===== src/rtl/jtag_master_drv.sv =====
`default_nettype none
// +--------------------------------------------------------------------------+
// | jtag_master_drv : command-driven JTAG initiator driving TCK/TMS/TDI       |
// | Rev 1.0                                                                  |
// +--------------------------------------------------------------------------+
module jtag_master_drv #(
    parameter int DATA_W = 32,
    parameter int DIV    = 2
) (
    input  logic                      clk_i,
    input  logic                      rstn_i,
    input  logic                      cmd_valid_i,
    output logic                      cmd_ready_o,
    input  logic [1:0]                cmd_op_i,
    input  logic [$clog2(DATA_W):0]   cmd_len_i,
    input  logic [DATA_W-1:0]         cmd_data_i,
    output logic                      rsp_valid_o,
    input  logic                      rsp_ready_i,
    output logic [DATA_W-1:0]         rsp_data_o,
    output logic                      busy_o,
    output logic                      tck_o,
    output logic                      tms_o,
    output logic                      tdi_o,
    input  logic                      tdo_i
);

    localparam int LEN_W = $clog2(DATA_W) + 1;
    localparam int IDX_W = LEN_W + 1;
    localparam int DIV_W = (DIV > 1) ? $clog2(DIV) : 1;

    typedef enum logic [1:0] {
        S_IDLE = 2'd0,
        S_RUN  = 2'd1,
        S_RESP = 2'd2
    } state_t;

    state_t              state_q, state_d;
    logic [1:0]          op_q, op_d;
    logic [LEN_W-1:0]    len_q, len_d;
    logic [DATA_W-1:0]   data_q, data_d;
    logic [DATA_W-1:0]   cap_q, cap_d;
    logic [IDX_W-1:0]    idx_q, idx_d;
    logic [DIV_W-1:0]    div_q, div_d;
    logic                tck_q, tck_d;
    logic                tms_q, tms_d;
    logic                tdi_q, tdi_d;

    logic [LEN_W-1:0]    len_clamped;
    logic [IDX_W-1:0]    next_idx;

    // TCKs spent in the TAP path before the first shift bit
    function automatic logic [IDX_W-1:0] pre_len(input logic [1:0] op);
        case (op)
            2'd1:    return IDX_W'(4);
            2'd2:    return IDX_W'(3);
            default: return '0;
        endcase
    endfunction

    function automatic logic [IDX_W-1:0] tck_count(input logic [1:0] op,
                                                   input logic [LEN_W-1:0] len);
        logic [IDX_W-1:0] l;
        l = IDX_W'(len);
        case (op)
            2'd0:    return IDX_W'(6);
            2'd3:    return l;
            default: return (len == '0) ? '0 : l + pre_len(op) + IDX_W'(2);
        endcase
    endfunction

    function automatic logic in_shift(input logic [1:0] op, input logic [LEN_W-1:0] len,
                                      input logic [IDX_W-1:0] k);
        logic [IDX_W-1:0] p;
        p = pre_len(op);
        return ((op == 2'd1) || (op == 2'd2)) && (k >= p) && (k < p + IDX_W'(len));
    endfunction

    function automatic logic tms_at(input logic [1:0] op, input logic [LEN_W-1:0] len,
                                    input logic [IDX_W-1:0] k);
        logic [IDX_W-1:0] p;
        logic [IDX_W-1:0] l;
        p = pre_len(op);
        l = IDX_W'(len);
        if (op == 2'd0) return k < IDX_W'(5);
        if (op == 2'd3) return 1'b0;
        if (k < p)      return (op == 2'd1) ? (k < IDX_W'(2)) : (k == '0);
        if (k < p + l)  return k == p + l - IDX_W'(1);
        return k == p + l;
    endfunction

    function automatic logic tdi_at(input logic [1:0] op, input logic [LEN_W-1:0] len,
                                    input logic [DATA_W-1:0] data,
                                    input logic [IDX_W-1:0] k);
        logic [DATA_W-1:0] sh;
        sh = data >> (k - pre_len(op));
        return in_shift(op, len, k) & sh[0];
    endfunction

    assign len_clamped = (cmd_len_i > LEN_W'(DATA_W)) ? LEN_W'(DATA_W) : cmd_len_i;
    assign next_idx    = idx_q + IDX_W'(1);

    always_comb begin
        state_d = state_q;
        op_d    = op_q;
        len_d   = len_q;
        data_d  = data_q;
        cap_d   = cap_q;
        idx_d   = idx_q;
        div_d   = div_q;
        tck_d   = tck_q;
        tms_d   = tms_q;
        tdi_d   = tdi_q;
        case (state_q)
            S_IDLE: begin
                if (cmd_valid_i) begin
                    op_d   = cmd_op_i;
                    len_d  = len_clamped;
                    data_d = cmd_data_i;
                    cap_d  = '0;
                    idx_d  = '0;
                    div_d  = '0;
                    tck_d  = 1'b0;
                    // zero-length commands answer immediately without touching the pins
                    if (tck_count(cmd_op_i, len_clamped) == '0) begin
                        state_d = S_RESP;
                    end else begin
                        state_d = S_RUN;
                        tms_d   = tms_at(cmd_op_i, len_clamped, '0);
                        tdi_d   = tdi_at(cmd_op_i, len_clamped, cmd_data_i, '0);
                    end
                end
            end
            S_RUN: begin
                if (div_q == DIV_W'(DIV - 1)) begin
                    div_d = '0;
                    tck_d = ~tck_q;
                    if (!tck_q) begin
                        if (in_shift(op_q, len_q, idx_q))
                            cap_d = cap_q | (DATA_W'(tdo_i) << (idx_q - pre_len(op_q)));
                    end else if (next_idx == tck_count(op_q, len_q)) begin
                        state_d = S_RESP;
                        tms_d   = 1'b0;
                        tdi_d   = 1'b0;
                    end else begin
                        idx_d = next_idx;
                        tms_d = tms_at(op_q, len_q, next_idx);
                        tdi_d = tdi_at(op_q, len_q, data_q, next_idx);
                    end
                end else begin
                    div_d = div_q + DIV_W'(1);
                end
            end
            S_RESP: begin
                if (rsp_ready_i) state_d = S_IDLE;
            end
            default: state_d = S_IDLE;
        endcase
    end

    always_ff @(posedge clk_i or negedge rstn_i) begin
        if (!rstn_i) begin
            state_q <= S_IDLE;
            op_q    <= '0;
            len_q   <= '0;
            data_q  <= '0;
            cap_q   <= '0;
            idx_q   <= '0;
            div_q   <= '0;
            tck_q   <= 1'b0;
            tms_q   <= 1'b1;
            tdi_q   <= 1'b0;
        end else begin
            state_q <= state_d;
            op_q    <= op_d;
            len_q   <= len_d;
            data_q  <= data_d;
            cap_q   <= cap_d;
            idx_q   <= idx_d;
            div_q   <= div_d;
            tck_q   <= tck_d;
            tms_q   <= tms_d;
            tdi_q   <= tdi_d;
        end
    end

    assign cmd_ready_o = (state_q == S_IDLE);
    assign rsp_valid_o = (state_q == S_RESP);
    assign busy_o      = (state_q == S_RUN);
    assign rsp_data_o  = cap_q;
    assign tck_o       = tck_q;
    assign tms_o       = tms_q;
    assign tdi_o       = tdi_q;

endmodule
`default_nettype wire

===== config.mk =====
export PLATFORM = sky130hd
export DESIGN_NAME = jtag_master_drv
export DESIGN_NICKNAME = d
export VERILOG_FILES = /design/src/rtl/jtag_master_drv.sv
export SDC_FILE = /design/constraint.sdc
export NUM_CORES = 1
export LEC_CHECK = 0
export ABC_CLOCK_PERIOD_IN_PS = 3500
export CAP_MARGIN = 20
export CORE_MARGIN = 5
export CORE_UTILIZATION = 50
export DETAILED_ROUTE_END_ITERATION = 12
export DONT_BUFFER_PORTS = 1
export GPL_ROUTABILITY_DRIVEN = 0
export GPL_TIMING_DRIVEN = 0
export PLACE_DENSITY = 0.78
export SLEW_MARGIN = 20
export SYNTH_ARGS = -nofsm -noshare
export SYNTH_HDL_FRONTEND = slang
export SYNTH_SLANG_ARGS = --single-unit
export TNS_END_PERCENT = 10

===== constraint.sdc =====
create_clock -name clk_i -period 3.5 [get_ports clk_i]
set_input_delay 0.525 -clock clk_i [delete_from_list [all_inputs] [get_ports clk_i]]
set_output_delay 0.525 -clock clk_i [all_outputs]
set_load 0.02 [all_outputs]

==> impl_summary.txt <==
----------------------------------------------------
[Routing]
  Vias ... 4384
  DRC violations left ... 0
  Post-route antenna net violation count ... 0
  Total wire length ... 13.53 mm
  TritonRoute pass-1 iters ... 5
  Routed via count divided by cell count ... 6.064
  Starting DRT DRC Count ... 349
  DR WL/cell ... 18.71 um

[CTS]
  Number of buffers between clock root and the deepest sink ... 2
  Clock-pin slew on the worst setup and hold paths ... 80 ps
  Source-to-sink clock delay at the later pin of the worst-skew pair ... 360 ps
  Number of H-tree levels ... 3
  Buffer type at the clock tree root ... sky130_fd_sc_hd__clkbuf_8
  TritonCTS clock tree ... yes
  Number of buffers created by CTS ... 9
  # clock sinks ... 85

[Synth]
  Syn Area/Cell ... 9.848 sq um
  Flop and latch count out of synthesis ... 85
  Count of warnings emitted by yosys ... 0
  Part of the Yosys area used for sequential elements ... 0.3880
  Number of unique standard cell types used by synthesis ... 64
  EDFF count, synth ... 0
  Dominant register cell in the synthesized netlist ... sky130_fd_sc_hd__dfrtp_1
  Synth area leader ... sky130_fd_sc_hd__dfrtp_1
  Share of flip-flops with an asynchronous set or reset ... 1.000
  Cell types with the highest counts after synthesis ... 84 x sky130_fd_sc_hd__dfrtp_1, 71 x sky130_fd_sc_hd__nand2_1, 43 x sky130_fd_sc_hd__o21ai_0
  Synth Cell Area ... 5485 sq um
  Net count after synthesis ... 646
  Synthesized instance count ... 557
  Most area-consuming cells after synthesis ... sky130_fd_sc_hd__dfrtp_1 38%, sky130_fd_sc_hd__ha_1 9.1%, sky130_fd_sc_hd__mux2_2 7.6%, sky130_fd_sc_hd__nand2_1 4.9%, sky130_fd_sc_hd__xnor2_1 4.2%
  Portion of synthesized cell area occupied by the leading cell type ... 0.3832
  Library cell with the highest instance count after synthesis ... sky130_fd_sc_hd__dfrtp_1

[Global route]
  Maximum number of pins on one net before global-route repair ... 85
  Antenna violations before repair ... 0
  Vias in the first global route ... 4517
  Overall Global Routing Usage ... 0.2092
  Total congestion overflow after global routing ... 0
  Wire length of the first global-routing pass ... 21.99 mm

[Setup path]
  Crit path largest cell delay ... 400 ps
  Critical path type ... reg2reg
  Worst-path fanout max ... 6
  Data required time of the worst path ... 3760 ps
  Ordered list of cells on the worst path ... inv_2 -> ha_2 -> buf_6 -> inv_4 -> ha_4 -> ha_1 -> a21o_1 -> xor2_2 -> inv_2 -> ha_1 -> o21a_1 -> o21a_1 -> o22ai_2 -> a21oi_1 -> o21ai_2 -> nand4_1 -> buf_4 -> o21ai_0
  Arrival time at the worst endpoint ... 3680 ps
  Critical Path Start Type ... register
  Critical-path top delay cell ... sky130_fd_sc_hd__dfrtp_1
  Crit path capture type ... register

[Final layout]
  Post-route cell area ... 6087 sq um
  N_diodes ... 0
  Growth of design area from synthesis to finish ... 10.97%
  Count of nets after finishing ... 668
  Fraction of layout instances using a drive strength above 1 ... 0.1818
  Count of filler cells inserted in the layout ... 886
  Area of the multi-input gates ... 3272 sq um
  Sequential Area ... 2128 sq um

[Job]
  Max-Cap Viols ... 0

[Place]
  DP Wirelength ... 10.33 mm
  Count of port buffers added during placement ... 0
  Pre-CTS setup slack ... -465.1 ps
  Post-detailed-placement cell area ... 5660 sq um

[Die]
  Die Wd ... 114.7 um
  Initial Utilization ... 0.5082
  Boundary pin count ... 83
  Die outline area ... 13170 sq um
  Core region area ... 10790 sq um
  Cell row count ... 38
  Die H ... 114.7 um

[Pwr]
  Worst-case vdd ir drop ... 0.6907 mV
  Power density cells ... 1058 nW/um^2
  Overall power after layout ... 6.443 mW
  Static leakage ... 2.668 nW

[Outcome]
  Status ... completed

[Timing]
  Final setup violating endpoints ... 0
  Worst clock skew ... 9.650 ps
  Final critical-path required period ... 3420 ps
  Slew Viols, Final ... 0
  Slew at the pin closest to its max-slew limit ... 834.8 ps
  RSZ-0062 raised after global routing ... true
  Final worst-path cycle share ... 0.9772
  Worst hold slack ... 57.88 ps
  Max-slew headroom ... 0.4395
  Peak clock frequency supported by timing ... 292.4 MHz
  Number of hold violations in the final report ... 0
  Setup slack after layout ... 79.66 ps

[Min path]
  Hold crit path type ... in2async

----------------------------------------------------
state kept, by name, summed over array words and instances (netlist names):
name	flops
data_q	32
rsp_data_o	32
idx_q	7
len_q	6
op_q	2
state_q	2
div_q	1
tck_o	1
tdi_o	1
tms_o	1
cells by family (layout without fill, tap and decap cells):
logic type | after synthesis | count (layout) | share of synthesized area
compound gates | 118 | 118 | 0.1323
xor+xnor | 36 | 36 | 0.06136
fa+ha+maj | 44 | 44 | 0.1058
buf+inv | 53 | 79 | 0.03741
flops | 85 | 85 | 0.3880
mux | 53 | 53 | 0.1234
simple gates | 168 | 168 | 0.1517
path summary, 6_finish.rpt:
kind | slack, ps | end | start | depth (start not counted)
max | 80 | rsp_data_o[16] | op_q[0] | 18
min | 60 | data_q[14] | rstn_i | 1
max reg2reg | 80 | rsp_data_o[16] | op_q[0] | 18
min reg2reg | 510 | data_q[2] | data_q[2] | 1
max in group asynchronous | 2790 | tms_o | rstn_i | 1
min in group clk_i | 250 | div_q | cmd_valid_i | 1
power breakdown:
| part | switching [mW] | internal [mW] | total [mW] |
|---|---|---|---|
| registers | 0.453 | 1.36 | 1.81 |
| clock network | 0.337 | 0.325 | 0.662 |
| logic | 2.19 | 1.78 | 3.97 |
| total | 2.98 | 3.46 | 6.44 |
layer usage:
| layer | vias to the layer above | GRT usage | part of all wire |
|---|---|---|---|
| met4 | 0 | 0.04538 | 0.015 |
| met3 | 30 | 0.06474 | 0.092 |
| met2 | 183 | 0.3547 | 0.49 |
| met5 | - | 0 | 0 |
| met1 | 2142 | 0.2652 | 0.40 |
| li1 | 2029 | - | - |
layout make-up:
| cell class | count | area share |
|---|---|---|
| Tap cell | 140 | 0.02878 |
| Inverter | 34 | 0.02138 |
| Timing Repair Buffer | 12 | 0.01973 |
| Buffer | 18 | 0.01316 |
| Clock inverter | 4 | 0.008222 |
| Multi-Input combinational cell | 419 | 0.5375 |
| Clock buffer | 11 | 0.02158 |
| Sequential cell | 85 | 0.3496 |
stage by stage:
step,TNS [ps],cells,utilization
after floorplan,0,557,-
after global placement,-11080,697,0.5245
after detailed placement,-15420,697,0.5245
after CTS,0,721,0.5565
after global routing,-858.2,723,0.5640
final,0,723,0.5640
layout by cell type, fill, tap and decap left out, types with 10 or more instances in the layout:
| cell | synthesis | final |
|---|---|---|
| sky130_fd_sc_hd__mux2_2 | 37 | 37 |
| sky130_fd_sc_hd__nor2_1 | 23 | 23 |
| sky130_fd_sc_hd__nand2_1 | 71 | 70 |
| sky130_fd_sc_hd__nand3_1 | 14 | 14 |
| sky130_fd_sc_hd__nand4_1 | 10 | 10 |
| sky130_fd_sc_hd__o21ai_1 | 11 | 16 |
| sky130_fd_sc_hd__dfrtp_1 | 84 | 84 |
| sky130_fd_sc_hd__clkbuf_1 | 13 | 14 |
| sky130_fd_sc_hd__inv_1 | 32 | 29 |
| sky130_fd_sc_hd__a21oi_1 | 17 | 16 |
| sky130_fd_sc_hd__ha_1 | 40 | 36 |
| sky130_fd_sc_hd__o21ai_0 | 43 | 35 |
| sky130_fd_sc_hd__nor2b_1 | 10 | 10 |
| sky130_fd_sc_hd__xnor2_1 | 26 | 23 |
timing repair:
action / 4_1_cts / 5_1_grt
hold buffers: 2 / 0
endpoints found under the setup margin: 43 / 43
pin swaps: 7 / 12
resized for setup: 16 / 22
setup buffers: 7 / 3
hold endpoints to repair: 84 / 0
worst max-delay path: cells and delay by family (launching register included):
| kind | cells | cell delay (ps) |
|---|---|---|
| AO/OA/AOI/OAI | 7 | 1060 |
| adder cells (fa/ha/maj) | 4 | 890 |
| buffers and inverters | 5 | 580 |
| flip-flops | 1 | 400 |
| XOR/XNOR | 1 | 240 |
| AND/OR/NAND/NOR | 1 | 160 |
(Power assumes the default switching activity.)
